[config.mk]
export PLATFORM = sky130hd
export DESIGN_NAME = gate_tester
export DESIGN_NICKNAME = d
export VERILOG_FILES = /design/src/rtl/gate_tester_pkg.sv /design/src/rtl/settle_timer.sv /design/src/rtl/gate_tester.sv
export SDC_FILE = /design/constraint.sdc
export NUM_CORES = 1
export LEC_CHECK = 0
export ABC_CLOCK_PERIOD_IN_PS = 3100
export CORE_MARGIN = 1.5
export CORE_UTILIZATION = 49
export CTS_BUF_LIST = sky130_fd_sc_hd__clkbuf_16
export CTS_CLUSTER_SIZE = 25
export DETAILED_ROUTE_END_ITERATION = 7
export PLACE_DENSITY = 0.77
export REMOVE_ABC_BUFFERS = 1
export SETUP_SLACK_MARGIN = 0.4
export SYNTH_ARGS = -nofsm -noshare
export SYNTH_HDL_FRONTEND = slang
export SYNTH_SLANG_ARGS = --single-unit
[constraint.sdc]
create_clock -name CLK -period 3.1 [get_ports CLK]
set_clock_uncertainty 0.2 [all_clocks]
set_input_delay 0.62 -clock CLK [delete_from_list [all_inputs] [get_ports CLK]]
set_output_delay 0.62 -clock CLK [all_outputs]
set_load 0.02 [all_outputs]
[src/rtl/gate_tester_pkg.sv]
// Shared types and constants for the quad 2-input gate tester: FSM states,
// vector count, standard truth tables and the expected-output helper.
package gate_tester_pkg;

  typedef enum logic [2:0] {
    ST_IDLE,
    ST_DRIVE,
    ST_SETTLE,
    ST_CHECK,
    ST_DONE
  } state_t;

  localparam int         NUM_VECTORS = 4;
  localparam logic [1:0] LAST_VEC    = 2'(NUM_VECTORS - 1);

  // Truth tables indexed by {A,B}: bit 2*A+B is the gate output.
  localparam logic [3:0] FUNC_AND  = 4'b1000;
  localparam logic [3:0] FUNC_NAND = 4'b0111;
  localparam logic [3:0] FUNC_OR   = 4'b1110;
  localparam logic [3:0] FUNC_NOR  = 4'b0001;
  localparam logic [3:0] FUNC_XOR  = 4'b0110;

  // Vector v applies A=v[0], B=v[1] to all four gates (order 00,10,01,11).
  function automatic logic [3:0] expected_y(input logic [3:0] func, input logic [1:0] v);
    return {4{func[{v[0], v[1]}]}};
  endfunction

endpackage

[src/rtl/settle_timer.sv]
// Settle down-counter: load arms it with CYCLES, count decrements it, and
// expired flags the final settle cycle so the FSM leaves on that edge.
module settle_timer #(
  parameter int CYCLES = 4
) (
  input  logic clk,
  input  logic rst,
  input  logic load,
  input  logic count,
  output logic expired
);

  logic [7:0] cnt;

  // NOTE: state registers use non-blocking assignments so every flop samples
  // pre-edge values regardless of block evaluation order.
  always_ff @(posedge clk) begin
    if (rst) begin
      cnt <= '0;
    end else if (load) begin
      cnt <= 8'(CYCLES);
    end else if (count && cnt != 8'd0) begin
      cnt <= cnt - 8'd1;
    end
  end

  assign expired = (cnt <= 8'd1);

endmodule

[src/rtl/gate_tester.sv]
// Sequences the four {A,B} vectors into a quad 2-input gate, waits for the
// outputs to settle, checks Y against the truth table and reports the result.
module gate_tester
  import gate_tester_pkg::*;
#(
  parameter int         SETTLE_CYCLES = 4,
  parameter logic [3:0] GATE_FUNC     = FUNC_AND,
  parameter bit         STOP_ON_FAIL  = 1'b1
) (
  input  logic       CLK,
  input  logic       RST,
  input  logic       Start,
  output logic [3:0] A,
  output logic [3:0] B,
  input  logic [3:0] Y,
  output logic       Busy,
  output logic       Done,
  output logic       Pass,
  output logic [3:0] FailMask,
  output logic [1:0] FailVec
);

  state_t     state;
  logic [1:0] v;
  logic [1:0] v_next;
  logic [3:0] expected;
  logic [3:0] mism;
  logic [3:0] mask_next;
  logic       timer_load;
  logic       timer_count;
  logic       timer_expired;

  assign timer_load  = (state == ST_DRIVE);
  assign timer_count = (state == ST_SETTLE);

  settle_timer #(
    .CYCLES(SETTLE_CYCLES)
  ) u_settle_timer (
    .clk    (CLK),
    .rst    (RST),
    .load   (timer_load),
    .count  (timer_count),
    .expired(timer_expired)
  );

  assign expected  = expected_y(GATE_FUNC, v);
  assign mask_next = FailMask | mism;
  assign v_next    = v + 2'd1;

  // NOTE: every always_comb output gets a default first so no path can infer
  // a latch. The if/else form also sends an X/Z compare down the mismatch arm.
  always_comb begin
    mism = '0;
    for (int i = 0; i < 4; i++) begin
      if (Y[i] == expected[i]) mism[i] = 1'b0;
      else                     mism[i] = 1'b1;
    end
  end

  always_ff @(posedge CLK) begin
    if (RST) begin
      state    <= ST_IDLE;
      v        <= '0;
      A        <= '0;
      B        <= '0;
      Busy     <= 1'b0;
      Done     <= 1'b0;
      Pass     <= 1'b0;
      FailMask <= '0;
      FailVec  <= '0;
    end else begin
      Done <= 1'b0;
      case (state)
        ST_IDLE: begin
          if (Start) begin
            FailMask <= '0;
            FailVec  <= '0;
            Pass     <= 1'b0;
            v        <= '0;
            A        <= '0;
            B        <= '0;
            Busy     <= 1'b1;
            state    <= ST_DRIVE;
          end
        end
        ST_DRIVE: begin
          state <= (SETTLE_CYCLES == 0) ? ST_CHECK : ST_SETTLE;
        end
        ST_SETTLE: begin
          if (timer_expired) state <= ST_CHECK;
        end
        ST_CHECK: begin
          FailMask <= mask_next;
          if (mism != 4'd0 && FailMask == 4'd0) FailVec <= v;
          if (v == LAST_VEC || (STOP_ON_FAIL && mism != 4'd0)) begin
            Busy  <= 1'b0;
            Done  <= 1'b1;
            Pass  <= (mask_next == 4'd0);
            state <= ST_DONE;
          end else begin
            v     <= v_next;
            A     <= {4{v_next[0]}};
            B     <= {4{v_next[1]}};
            state <= ST_DRIVE;
          end
        end
        ST_DONE: begin
          // Start is not looked at here; a held Start restarts from IDLE.
          state <= ST_IDLE;
        end
        default: state <= ST_IDLE;
      endcase
    end
  end

endmodule

==> results.py <==
metrics = {
    "cells_and_area": {
        "drive_gt1_frac": 0.0685,
        "mostFrequentLayoutCell": "clkdlybuf4s50_1",
        "final_cell_mix": "clkdlybuf4s50_1, dfxtp_1, nor2_1",
        "final_nets": 158,
        "syn_to_final_growth_pct": 24.0,
        "diodes": 0,
    },
    "synth": {
        "syn_inst": 131,
        "synthFlopType": "dfxtp_1",
        "ys_seq_elements": 22,
        "async_flop_share": 0,
        "synth_warnings": 0,
        "ys_top_cells_by_area": "dfxtp_1, a21oi_1, nor2_1",
        "synth.avg_cell_area_um2": 8.56,
        "synth_cell_types": 41,
        "seq_area_frac_synth": 0.393,
        "syn_area_um2": 1120,
        "synth-edff-count": 0,
        "synth_top_area_frac": 0.393,
        "yosys.area.top_type": "dfxtp_1",
    },
    "global_routing": {
        "gr-total-overflow": 0,
        "antenna_found_initial": 0,
        "grt_pass1_wl_um": 4040,
        "grt_max_degree": 12,
        "grt_pass1_vias": 921,
        "grt.total_usage": 0.209,
    },
    "setup_path": {
        "required_ns": 3.07,
        "cp_top_family": "simple AND/OR/NAND/NOR gates",
        "critPathLaunchType": "input pin",
        "critPathMaxStageDelay_ns": 0.74,
        "cp_max_fo": 9,
        "worst-path-buf-inv": 1,
        "r2r_slack_ns": 0.75,
        "crit_type": "in -> reg",
        "cp_slowest_cell": "or4b_2",
        "reg2reg_depth": 5,
        "path_cells": "clkdlybuf4s50_1, or4b_2, a221o_1, a21oi_1",
        "r2r_end": "A[2]",
        "r2r-start": "A[2]",
        "crit_arrival_ns": 2.41,
        "critPathLaunch": "Start",
        "endpoint_kind": "flip-flop",
    },
    "floorplan": {
        "fp.coreArea_um2": 2190,
        "num_rows": 17,
        "start_util": 0.512,
        "die_h_um": 50.8,
        "die_width_um": 50.8,
        "ios": 24,
        "die_area_um2": 2580,
    },
    "routing": {
        "wl_met2_um": 1270,
        "antenna_left": 0,
        "drc": 0,
        "wire_per_inst_um": 14.0,
        "vias": 990,
        "vias_per_cell": 5.69,
        "drt-total-wl_um": 2430,
        "wirelength_met1_um": 1010,
        "routed.top_layer": "met4",
        "met3_length_um": 123,
        "drt_iter0_markers": 12,
        "first_pass_iters": 4,
    },
    "sta": {
        "fin_crit_ns": 2.44,
        "fin_ws_ns": 0.658,
        "tns_ns": 0,
        "finalMaxSlewViolations": 0,
        "slew_headroom": 0.714,
        "fin_crit_sh": 0.788,
        "hold_violations": 0,
        "tightest_slew_ns": 0.425,
        "setup_viol": 0,
        "fmax_ghz": 0.409,
        "rsz0062_at_grt": "false",
    },
    "hold_path": {
        "hold_start": "FailVec[1]",
        "worstHoldPathType": "reg -> reg",
        "hold_depth": 2,
        "hold-path-endpoint": "FailVec[1]",
    },
    "power": {
        "leakage_nw": 0.495,
        "internal_power_mw": 0.507,
        "power_density_nw_per_um2": 477,
        "swShare": 0.235,
        "switching_power_mw": 0.156,
        "seqPwrFrac": 0.464,
        "peakVddDrop_mv": 0.348,
        "clockPowerShare": 0.392,
        "p_comb_frac": 0.144,
    },
    "place": {
        "place_ws_ns": 0.405,
        "io_buffers": 23,
        "hpwl_um": 1820,
        "gp_congestion": 0.801,
    },
    "clock_network": {
        "clk_root_buffer_cell": "clkbuf_16",
        "worstSkewPairLatency_ns": 0.25,
        "cts_resized": 0,
        "htreeDepth": 1,
        "holdBufCountCts": 0,
        "cts_max_path_buffers": 2,
        "cts.clk_slew.worst_paths_ns": 0.05,
        "clkSinkCount": 22,
        "cts_buffers": 3,
        "cts_tree": "built",
        "cts_setup_buffers": 0,
    },
    "job": {
        "maxCapViolations": 0,
    },
    "outcome": {
        "status": "complete, no violations",
    },
}
[state kept, by name, summed over array words and instances (netlist names), 2 cells and up]
register / cells
FailVec: 2
u_settle_timer.cnt: 8
state: 3
FailMask: 4
[synthesized netlist by cell type (2+ instances only)]
| library cell | n |
|---|---|
| or3_1 | 2 |
| a21oi_1 | 13 |
| nor2_1 | 15 |
| buf_4 | 7 |
| xor2_1 | 4 |
| dfxtp_1 | 22 |
| clkbuf_1 | 4 |
| nand3b_1 | 2 |
| nand4_1 | 2 |
| xnor2_1 | 2 |
| nor3_1 | 3 |
| inv_1 | 5 |
| o21ai_0 | 5 |
| or4_1 | 5 |
| nand3_1 | 5 |
| nand2_1 | 7 |
| ha_1 | 3 |
| mux2i_1 | 2 |
[worst max-delay path by stage]
stage               cells after the start  endpoint
finish                                  4      Pass
global route                            5      A[2]
CTS                                     4      Pass
detailed placement                      4      Pass
global placement                        5      A[2]
floorplan                               5      Pass
[final cells by class]
class	instances	area, um^2
well taps	28	35.0
repair buffers	24	238
flip-flops and latches	22	440
fillers	184	801
clock buffers	3	75.1
multi-input cells	92	583
inverters	5	18.8
[power by group through the flow]
| stage | registers (mW) | clock network (mW) | logic [mW] |
|---|---|---|---|
| after floorplan | 0.314 | 0 | 0.0597 |
| after global placement | 0.313 | 0 | 0.0931 |
| after detailed placement | 0.313 | 0 | 0.0951 |
| after CTS | 0.307 | 0.267 | 0.0958 |
| after global routing | 0.309 | 0.281 | 0.105 |
| final | 0.307 | 0.260 | 0.0957 |
[kinds of logic after synthesis]
kind of cell    share of synthesized area
xor+xnor                           0.0469
simple gates                        0.259
fa+ha+maj                          0.0335
mux                                0.0279
flops                               0.393
compound gates                      0.153
buf+inv                            0.0871
[metal layers]
layer / vias up / track usage
li1: 495 / -
met1: 467 / 0.210
met2: 22 / 0.412
met3: 6 / 0.0614
met4: 0 / 0.0586
met5: - / 0
[stage by stage]
step                      cell area (um^2)   util  hold WS [ns]  total power [mW]  instances
final                                 1390  0.634         0.276             0.663        174
after global routing                  1390  0.634         0.311             0.695        174
after CTS                             1390  0.634         0.276             0.669        174
after detailed placement              1320  0.600         0.262             0.409        171
after global placement                1320  0.600         0.269             0.406        171
after floorplan                       1040      -         0.264             0.374        119
[worst reg2reg max path, delay by kind of cell, from the launching register on]
| family | cells | cell delay (ns) |
|---|---|---|
| flip-flops | 1 | 0.39 |
| multiplexers | 1 | 0.38 |
| AND/OR/NAND/NOR | 3 | 1.00 |
| adder cells (fa/ha/maj) | 1 | 0.33 |
Note: power is estimated with default switching activity, not from simulation.
